==> src/rtl/sam_enc_p.sv <==
// Pulse-width serial decoder: loads a frame length, XOR key and caps mask in CONFG,
// then decodes ones/zeros run-length symbols into MSG_W-bit frames in NORM.
module sam_enc_p #(
  parameter int MSG_W   = 8,
  parameter int CNT_W   = 6,
  parameter int MIN_RUN = 10,
  parameter int MAX_RUN = 60
) (
  input  logic             clk,
  input  logic             reset,
  input  logic             str,
  input  logic             mode,
  output logic [MSG_W-1:0] mesg,
  output logic [MSG_W-1:0] msgcd,
  output logic             mesg_vld,
  output logic             conf_done
);

  typedef enum logic [1:0] {
    IDLE  = 2'd0,
    CONFG = 2'd1,
    NORM  = 2'd2
  } state_t;

  typedef enum logic [1:0] {
    PH_LEN  = 2'd0,
    PH_KEY  = 2'd1,
    PH_CAPS = 2'd2,
    PH_DONE = 2'd3
  } phase_t;

  localparam logic [3:0]       MSG_W4  = MSG_W[3:0];
  localparam logic [CNT_W:0]   MIN_S   = MIN_RUN[CNT_W:0];
  localparam logic [CNT_W:0]   MAX_S   = MAX_RUN[CNT_W:0];
  localparam logic [CNT_W-1:0] CNT_ONE = {{(CNT_W-1){1'b0}}, 1'b1};
  localparam logic [CNT_W-1:0] CNT_MAX = {CNT_W{1'b1}};
  localparam logic [MSG_W-1:0] VEC_ONE = {{(MSG_W-1){1'b0}}, 1'b1};

  state_t             state_r;
  state_t             state_nxt_s;
  phase_t             phase_r;
  logic [3:0]         cfg_cnt_r;
  logic [2:0]         len_sh_r;
  logic [3:0]         n_r;
  logic [MSG_W-1:0]   key_r;
  logic [MSG_W-1:0]   caps_r;
  logic [CNT_W-1:0]   ones_r;
  logic [CNT_W-1:0]   zeros_r;
  logic [3:0]         idx_r;
  logic [MSG_W-1:0]   shadow_r;

  logic               cfg_start_s;
  logic               cfg_load_s;
  logic               run_s;
  logic [CNT_W:0]     sum_s;
  logic               close_s;
  logic               accept_s;
  logic               bit_s;
  logic               last_s;
  logic [MSG_W-1:0]   frame_s;
  logic [3:0]         len_full_s;

  // Length field of 0 or beyond the message width means "use the full width".
  function automatic logic [3:0] clamp_len(input logic [3:0] len);
    if (len == 4'd0 || len > MSG_W4) begin
      return MSG_W4;
    end else begin
      return len;
    end
  endfunction

  function automatic logic [MSG_W-1:0] set_bit(input logic [MSG_W-1:0] vec,
                                               input logic [3:0] pos,
                                               input logic b);
    return (vec & ~(VEC_ONE << pos)) | ({{(MSG_W-1){1'b0}}, b} << pos);
  endfunction

  // State register.
  always_ff @(posedge clk or negedge reset) begin
    if (!reset) begin
      state_r <= IDLE;
    end else begin
      state_r <= state_nxt_s;
    end
  end

  // Next-state decode.
  always_comb begin
    state_nxt_s = state_r;
    case (state_r)
      IDLE: begin
        if (mode) state_nxt_s = CONFG;
        else      state_nxt_s = IDLE;
      end
      CONFG: begin
        if (mode)           state_nxt_s = CONFG;
        else if (conf_done) state_nxt_s = NORM;
        else                state_nxt_s = IDLE;
      end
      NORM: begin
        if (mode) state_nxt_s = IDLE;
        else      state_nxt_s = NORM;
      end
      default: state_nxt_s = IDLE;
    endcase
  end

  // FSM control outputs.
  always_comb begin
    cfg_start_s = 1'b0;
    cfg_load_s  = 1'b0;
    run_s       = 1'b0;
    case (state_r)
      IDLE:    cfg_start_s = mode;
      CONFG:   cfg_load_s  = 1'b1;
      NORM:    run_s       = ~mode;
      default: run_s       = 1'b0;
    endcase
  end

  // Symbol classification from the current run counters.
  always_comb begin
    sum_s      = {1'b0, ones_r} + {1'b0, zeros_r};
    close_s    = run_s && str && (zeros_r != {CNT_W{1'b0}});
    accept_s   = close_s && (sum_s >= MIN_S) && (sum_s <= MAX_S);
    bit_s      = (ones_r >= zeros_r);
    last_s     = accept_s && (idx_r == 4'd0);
    frame_s    = set_bit(shadow_r, idx_r, bit_s);
    len_full_s = clamp_len({len_sh_r, str});
  end

  // Configuration loader: length, then key, then caps, all MSB-first.
  always_ff @(posedge clk or negedge reset) begin
    if (!reset) begin
      phase_r   <= PH_LEN;
      cfg_cnt_r <= 4'd0;
      len_sh_r  <= 3'd0;
      n_r       <= 4'd0;
      key_r     <= {MSG_W{1'b0}};
      caps_r    <= {MSG_W{1'b0}};
      conf_done <= 1'b0;
    end else if (cfg_start_s) begin
      phase_r   <= PH_LEN;
      cfg_cnt_r <= 4'd0;
      len_sh_r  <= 3'd0;
      n_r       <= 4'd0;
      key_r     <= {MSG_W{1'b0}};
      caps_r    <= {MSG_W{1'b0}};
      conf_done <= 1'b0;
    end else if (cfg_load_s) begin
      case (phase_r)
        PH_LEN: begin
          len_sh_r <= {len_sh_r[1:0], str};
          if (cfg_cnt_r == 4'd3) begin
            n_r       <= len_full_s;
            cfg_cnt_r <= len_full_s - 4'd1;
            phase_r   <= PH_KEY;
          end else begin
            cfg_cnt_r <= cfg_cnt_r + 4'd1;
          end
        end
        PH_KEY: begin
          key_r <= set_bit(key_r, cfg_cnt_r, str);
          if (cfg_cnt_r == 4'd0) begin
            cfg_cnt_r <= n_r - 4'd1;
            phase_r   <= PH_CAPS;
          end else begin
            cfg_cnt_r <= cfg_cnt_r - 4'd1;
          end
        end
        PH_CAPS: begin
          caps_r <= set_bit(caps_r, cfg_cnt_r, str);
          if (cfg_cnt_r == 4'd0) begin
            phase_r   <= PH_DONE;
            conf_done <= 1'b1;
          end else begin
            cfg_cnt_r <= cfg_cnt_r - 4'd1;
          end
        end
        PH_DONE: phase_r <= PH_DONE;
        default: phase_r <= PH_DONE;
      endcase
    end
  end

  // Saturating run counters; a leading 0 with no preceding 1 is ignored.
  always_ff @(posedge clk or negedge reset) begin
    if (!reset) begin
      ones_r  <= {CNT_W{1'b0}};
      zeros_r <= {CNT_W{1'b0}};
    end else if (!run_s) begin
      ones_r  <= {CNT_W{1'b0}};
      zeros_r <= {CNT_W{1'b0}};
    end else if (str) begin
      if (zeros_r != {CNT_W{1'b0}}) begin
        ones_r  <= CNT_ONE;
        zeros_r <= {CNT_W{1'b0}};
      end else if (ones_r != CNT_MAX) begin
        ones_r <= ones_r + CNT_ONE;
      end
    end else if (ones_r != {CNT_W{1'b0}} && zeros_r != CNT_MAX) begin
      zeros_r <= zeros_r + CNT_ONE;
    end
  end

  // Frame assembly and output update on the bit-0 symbol.
  always_ff @(posedge clk or negedge reset) begin
    if (!reset) begin
      shadow_r <= {MSG_W{1'b0}};
      idx_r    <= 4'd0;
      mesg     <= {MSG_W{1'b0}};
      msgcd    <= {MSG_W{1'b0}};
    end else if (!run_s) begin
      shadow_r <= {MSG_W{1'b0}};
      idx_r    <= n_r - 4'd1;
    end else if (accept_s) begin
      if (last_s) begin
        shadow_r <= {MSG_W{1'b0}};
        idx_r    <= n_r - 4'd1;
        mesg     <= frame_s;
        msgcd    <= (frame_s ^ key_r) | caps_r;
      end else begin
        shadow_r <= frame_s;
        idx_r    <= idx_r - 4'd1;
      end
    end
  end

  // One-cycle valid pulse accompanying each output update.
  always_ff @(posedge clk or negedge reset) begin
    if (!reset) begin
      mesg_vld <= 1'b0;
    end else begin
      mesg_vld <= last_s;
    end
  end

endmodule

==> config.mk <==
export PLATFORM = sky130hd
export DESIGN_NAME = sam_enc_p
export DESIGN_NICKNAME = d
export VERILOG_FILES = /design/src/rtl/sam_enc_p.sv
export SDC_FILE = /design/constraint.sdc
export NUM_CORES = 1
export LEC_CHECK = 0
export ABC_AREA = 1
export BUFFER_PORTS_ARGS = -buffer_cell sky130_fd_sc_hd__buf_2
export CELL_PAD_IN_SITES_DETAIL_PLACEMENT = 1
export CELL_PAD_IN_SITES_GLOBAL_PLACEMENT = 1
export CORE_UTILIZATION = 42
export DETAILED_ROUTE_END_ITERATION = 10
export PLACE_DENSITY = 0.78
export RECOVER_POWER = 100
export SKIP_LAST_GASP = 1
export SYNTH_ARGS = -nofsm -noshare
export SYNTH_HDL_FRONTEND = slang
export SYNTH_SLANG_ARGS = --single-unit
==> constraint.sdc <==
create_clock -name clk -period 2.21 [get_ports clk]
set_input_delay 0.221 -clock clk [delete_from_list [all_inputs] [get_ports clk]]
set_output_delay 0.221 -clock clk [all_outputs]
set_load 0.05 [all_outputs]
=== After elaboration in Yosys (flattened, before gate mapping) ===
Cells that the tools add are included.

* Register bits after elaboration: 73
* Input bits: 4
* Logic and storage cells: 142

* Add/subtract/negate cells: 8
* Order comparisons: 4
* Equality and inequality tests: 17
* Shift operators: 4
* Mux-type cells: 52
* Bitwise gates (word level): 11
* Reduce and logical (&&, ||, !) cells: 31

{| class="wikitable"
|+ Operator list
! cell !! count
|-
| 2-to-1 mux 8 bit || 9
|-
| 2-to-1 mux 4 bit || 13
|-
| 2-to-1 mux 6 bit || 8
|-
| OR 8 bit || 4
|-
| bitwise AND 8 bit || 3
|-
| 2-to-1 mux 2 bit || 8
|-
| NOT 8 bit || 2
|-
| left shift 1 x 4 -> 8 bit || 2
|-
| left shift 1 x 4 -> 8 bit (first input constant) || 2
|-
| subtractor 4 x 1 -> 4 bit (second input constant) || 4
|-
| adder 6 x 1 -> 6 bit (second input constant) || 2
|-
| logical NOT 4 bit || 3
|-
| != test 3 bit (second input constant) || 4
|-
| != test 6 bit (second input constant) || 2
|-
| case mux 4 bit (3 select lines) || 1
|-
| AND reduction 3 bit || 4
|-
| nonzero test 2 bit || 6
|-
| nonzero test 6 bit || 2
|-
| AND reduction 2 bit || 5
|-
| 2-to-1 mux 3 bit || 3
|-
| 2-to-1 mux 1 bit || 8
|-
| case mux 2 bit (4 select lines) || 1
|-
| XOR 8 bit || 1
|-
| adder 6 x 6 -> 7 bit || 1
|-
| 19 further kinds || 29
|}

=== Logic depth before layout (Yosys ltp) ===
* Word-level depth: 10
* Depth in mapped cells: 17

=== Worst setup path after synthesis ===
Ideal clock, no wire load.

* Kind: register to register
* Start point: reg zeros_r[0]
* End point: reg mesg[0]
* Library setup time: 0.118 ns
* Data arrival time: 1.970 ns
* Path slack: 0.122 ns
* Cell stages (with the launch flop): 16
* Path buffers: 2
* Cell sequence: dfrtp_1 > ha_1 > inv_1 > fa_1 > inv_1 > nand3_1 > nand2_1 > nand2_1 > nand2_1 > nor2_1 > nand3_1 > nand4_2 > buf_6 > buf_6 > nand2_1 > nand2_1

* Longest elaborated chain between the ends: 6
* Elaborated cells between the ends (all ways): 12
* Classes of those cells: add/sub (1); order compare (3); shift (1); bitwise (1); reduce/logical (6)

{| class="wikitable"
|+ RTL lines
! what !! line !! text
|-
| start: declaration || 48 || <nowiki>logic [CNT_W-1:0] zeros_r;</nowiki>
|-
| start signal: assignment || 190 || <nowiki>zeros_r <= {CNT_W{1'b0}};</nowiki>
|-
| start signal: assignment || 193 || <nowiki>zeros_r <= {CNT_W{1'b0}};</nowiki>
|-
| start signal: assignment || 197 || <nowiki>zeros_r <= {CNT_W{1'b0}};</nowiki>
|-
| adder 6 x 6 -> 7 bit / nonzero test 6 bit (equally long branches) || 123, 124 ||
|-
| greater-or-equal comparator 7 x 4 -> 1 bit / logical AND 1 bit (equally long branches) || 125, 124 ||
|-
| logical AND 1 bit (2 in a row) || 125 || <nowiki>accept_s = close_s && (sum_s >= MIN_S) && (sum_s <= MAX_S);</nowiki>
|-
| logical AND 1 bit || 127 || <nowiki>last_s = accept_s && (idx_r == 4'd0);</nowiki>
|-
| AND reduction 3 bit (no source line) || n/a ||
|-
| end signal: assignment || 211 || <nowiki>mesg <= {MSG_W{1'b0}};</nowiki>
|-
| end signal: assignment || 220 || <nowiki>mesg <= frame_s;</nowiki>
|-
| end: declaration || 13 || <nowiki>output logic [MSG_W-1:0] mesg,</nowiki>
|}

Several ways; a longest one is shown, not always the timed one.
A chain may end at the register's enable or synchronous reset.

=== Worst setup path in the final report ===
* Start point: reg zeros_r[0]
* End point: reg idx_r[3]

* Longest elaborated chain between the ends: 8
* Elaborated cells between the ends (all ways): 12
* Classes of those cells: add/sub (1); order compare (2); eq/ne (1); mux (3); reduce/logical (5)

{| class="wikitable"
|+ RTL lines
! what !! line !! text
|-
| adder 6 x 6 -> 7 bit / nonzero test 6 bit (equally long branches) || 123, 124 ||
|-
| greater-or-equal comparator 7 x 4 -> 1 bit / logical AND 1 bit (equally long branches) || 125, 124 ||
|-
| logical AND 1 bit || 125 ||
|-
| logical AND 1 bit (*) || 125 ||
|-
| logical AND 1 bit || 127 ||
|-
| 2-to-1 mux 4 bit || 217 || <nowiki>if (last_s) begin</nowiki>
|-
| 2-to-1 mux 4 bit || 216 || <nowiki>end else if (accept_s) begin</nowiki>
|-
| 2-to-1 mux 4 bit || 213 || <nowiki>end else if (!run_s) begin</nowiki>
|-
| end signal: assignment || 215 || <nowiki>idx_r <= n_r - 4'd1;</nowiki>
|-
| end signal: assignment || 219 || <nowiki>idx_r <= n_r - 4'd1;</nowiki>
|-
| end signal: assignment || 224 || <nowiki>idx_r <= idx_r - 4'd1;</nowiki>
|-
| end: declaration || 49 || <nowiki>logic [3:0] idx_r;</nowiki>
|}

Mark *: on every way between the ends. The rest lies on a longest branch, timed or not. The select of a mux whose other input is x is not followed.

==> flow_summary_export.csv <==
group,metric,value,unit
min_path,timing.hold.worst_endpoint,"state_r[1]",
cells_and_area,synthToLayoutAreaGrowth,19.0,%
clock_tree,numCtsBuffers,9,
critical_path,worst-setup-path-type,"register to register",
floorplanning,start_util,44.0,%
cells_and_area,final_net_count,709,
sta,rsz0062_at_grt,"yes",
sta,hold-worst-slack,225,ps
global_routing,grt_antenna_before_repair,0,
route,route.detailed.vias_per_inst,5.38,
synthesis,synth_top_family_by_area,"simple AND/OR/NAND/NOR gates",
clock_tree,htree_levels,3,
critical_path,regToRegStartpoint,"zeros_r[0]",
synthesis,muxShareOfSynthArea,0,%
power_and_ir_drop,power-per-cell-area,893,nW/um^2
global_routing,grt_max_degree,41,
route,drt-wirelength-per-cell,17.2,um
sta,slew_headroom,28.7,%
synthesis,yosys_warnings,0,
synthesis,netlist_area_pre_place,4620,um^2
clock_tree,clkLatencyLatePin,360,ps
cells_and_area,fillerInstances,1348,
global_routing,global_route_wire_length_before_repair,22500,um
floorplanning,die_h,107,um
cells_and_area,footprint_of_the_multi_input_gates,2530,um^2
global_routing,grt_busiest_layer,"met2",
critical_path,r2r_setup_slack,-70,ps
power_and_ir_drop,vdd_drop_max,632,uV
cells_and_area,layout_commonest_cell,"sky130_fd_sc_hd__nand2_1",
sta,fin_setup_tns,-1050,ps
power_and_ir_drop,power_leakage,2.69,nW
synthesis,postSynth.topFlopCell,"sky130_fd_sc_hd__dfrtp_1",
placement,place_hpwl,10000,um
cells_and_area,diodes,0,
synthesis,synth_simple_gate_area_share,27.5,%
synthesis,synthesis.nets,641,
clock_tree,clock-root-buffer,"sky130_fd_sc_hd__clkbuf_8",
route,first_pass_iters,4,
floorplanning,chipWidth,107,um
min_path,worstHoldPathCells,4,
global_routing,grt-ovfl-total,0,
critical_path,setup.worst_path.start_class,"register",
sta,setup_viol,23,
synthesis,synth_area_in_compound_gates,13.6,%
placement,portBuffers,21,
synthesis,synth_cells,601,
critical_path,critPathRequiredTime,2460,ps
run,max_cap_viol,0,
status,run_status,"complete, but fails checks",
synthesis,synthesis.area_per_instance,7.69,um^2
route,drc,0,
clock_tree,cts_tree,"done",
global_routing,groute.usage.overall,25.0,%
placement,placement.setup.worst_slack,-138,ps
floorplanning,floorplan.rows,37,
cells_and_area,drive_above_1_share,16.3,%
cells_and_area,utilization_of_the_core_after_routing,52.4,%
synthesis,synth_xor_area_share,1.33,%
global_routing,grtUsageMet3,3.53,%
critical_path,reg2regPathDepth,14,
sta,fin_ws,-69.7,ps
synthesis,synth_cell_types,43,
cells_and_area,layout.cells.non_filler,810,
critical_path,worstPathMaxFanout,4,
route,drt_iter0_drc,187,
floorplanning,core_area,10500,um^2
min_path,worst_hold_path_type,"primary input to register",
sta,min_period,2280,ps
synthesis,ys_seq_area_share,39.5,%
route,vias,4355,
global_routing,global_route.usage.met2,41.9,%
sta,final_max_slew_viol_count,0,
sta,tightest_slew,1070,ps
synthesis,ys_ff_latch,73,
synthesis,synth-edff-count,0,
floorplanning,ios,22,
sta,clock-skew-final,9.77,ps
placement,numPlacedInstances,785,
route,total_wirelength_of_the_detailed_routed_design,13900,um
critical_path,crit-reg2reg-capture,"idx_r[3]",
cells_and_area,leading_cell_types_in_the_layout_fill_and_taps_excluded,"142 x sky130_fd_sc_hd__nand2_1, 72 x sky130_fd_sc_hd__inv_1, 72 x sky130_fd_sc_hd__dfrtp_1",
min_path,launch_point_of_the_worst_hold_path,"mode",
status,failing_checks,"setup timing",
cells_and_area,regArea,1830,um^2
clock_tree,clk_pin_slew_worst_paths,90,ps
synthesis,post_synth_fa_ha_maj_area_fraction,9.91,%
critical_path,cp_arrival,2530,ps
clock_tree,clock_path_buffers,2,
global_routing,number_of_global_route_vias_before_repair,4516,
synthesis,synthArstFlopShare,100,%
sta,hold_viol,0,
sta,layout_worst_path_cycle_share,103,%
floorplanning,die-area,11400,um^2
sta,fmax,439,MHz
placement,gp_routability_congestion,0.876,
global_routing,met1_track_demand_over_resource,33.4,%
route,antenna_violating_nets_post_route,0,
critical_path,endpoint_kind,"register",
clock_tree,clock_sinks,73,
[flip-flops by register name (all words and copies together), names as in the netlist]
signal     flops
caps_r         8
state_r        2
mesg           8
conf_done      1
phase_r        2
mesg_vld       1
zeros_r        6
msgcd          8
cfg_cnt_r      4
idx_r          4
len_sh_r       3
ones_r         6
n_r            4
key_r          8
shadow_r       8
[where the power goes]
group / total [W] / switching (W) / internal [W] / leakage (nW)
Clock: 0.00104 / 0.000562 / 0.000475 / 0.0924
Combinational: 0.00213 / 0.00139 / 0.000744 / 1.61
Sequential: 0.00174 / 0.000197 / 0.00154 / 0.986
[metal layers]
metal  wire length, um  part of all wire [%]  vias up
met5                 0                     0        -
met4               226                   1.6        0
met3               532                   3.8       16
met2              6800                    49       80
met1              6390                    46     2135
li1                  -                     -     2124
[cells by family (layout without fill, tap and decap cells)]
logic type,after synthesis,in the layout
and+or+nand+nor,287,287
AOI/OAI and AO/OA,106,106
buffers and inverters,92,165
DFF,73,73
adders and majority gates,36,36
xor gates and xnor gates,7,7
[cell type report]
type	instances	area share (%)
clock inverters	5	0.682
clock buffers	11	2.75
multi-input cells	436	46.0
well taps	136	3.09
repair buffers	69	8.69
inverters	80	5.53
flip-flops and latches	73	33.2
[worst max-delay path, cell delays in order, from the launching register on]
cell,delay [ps]
sky130_fd_sc_hd__dfrtp_1,410
sky130_fd_sc_hd__ha_2,190
sky130_fd_sc_hd__inv_2,50
sky130_fd_sc_hd__fa_2,440
sky130_fd_sc_hd__nand2_1,70
sky130_fd_sc_hd__inv_1,40
sky130_fd_sc_hd__nor2_2,110
sky130_fd_sc_hd__nand3_2,80
sky130_fd_sc_hd__nor2_2,100
sky130_fd_sc_hd__nand2_2,100
sky130_fd_sc_hd__a31oi_4,230
sky130_fd_sc_hd__buf_6,150
sky130_fd_sc_hd__inv_2,50
sky130_fd_sc_hd__nand3_1,70
sky130_fd_sc_hd__nand2_1,60
[worst max path at each step]
stage | start | cells past startpoint | slack [ps] | endpoint
CTS | ones_r[0] | 15 | -50 | mesg[2]
global placement | ones_r[0] | 16 | -3 | idx_r[0]
floorplan | zeros_r[0] | 15 | 120 | mesg[0]
finish | zeros_r[0] | 14 | -70 | idx_r[3]
global route | ones_r[1] | 17 | -200 | idx_r[0]
detailed placement | ones_r[1] | 14 | -140 | msgcd[4]
[timing repair]
item,in CTS,in global routing
gates resized for setup,22,25
hold buffers,1,0
endpoints found under the hold margin,38,0
endpoints found under the setup margin,28,35
cloned,0,1
buffers inserted,2,5
pin swaps,9,11
[cells in the mapped netlist, drive strengths merged, types with 2 or more instances]
cell type	instances	area, um^2
a21oi	21	113
o31ai	3	22.5
xnor2	5	43.8
dfrtp	73	1830
a221oi	2	17.5
o22ai	12	75.1
nand2	150	573
buf	8	62.6
nand3b	2	15.0
clkbuf	4	15.0
o221ai	4	41.3
nand4	13	87.6
o21ai	58	290
ha	35	438
nor2	50	203
nor3	9	56.3
inv	79	297
xor2	2	17.5
nand3	61	323
[per-stage QoR]
step	area, um^2	total power (W)
CTS	5440	0.00495
global placement	5140	0.00379
detailed placement	5140	0.00388
floorplan	4620	0.00323
finish	5500	0.00491
global route	5500	0.00529
Note: power is estimated with default switching activity, not from simulation.
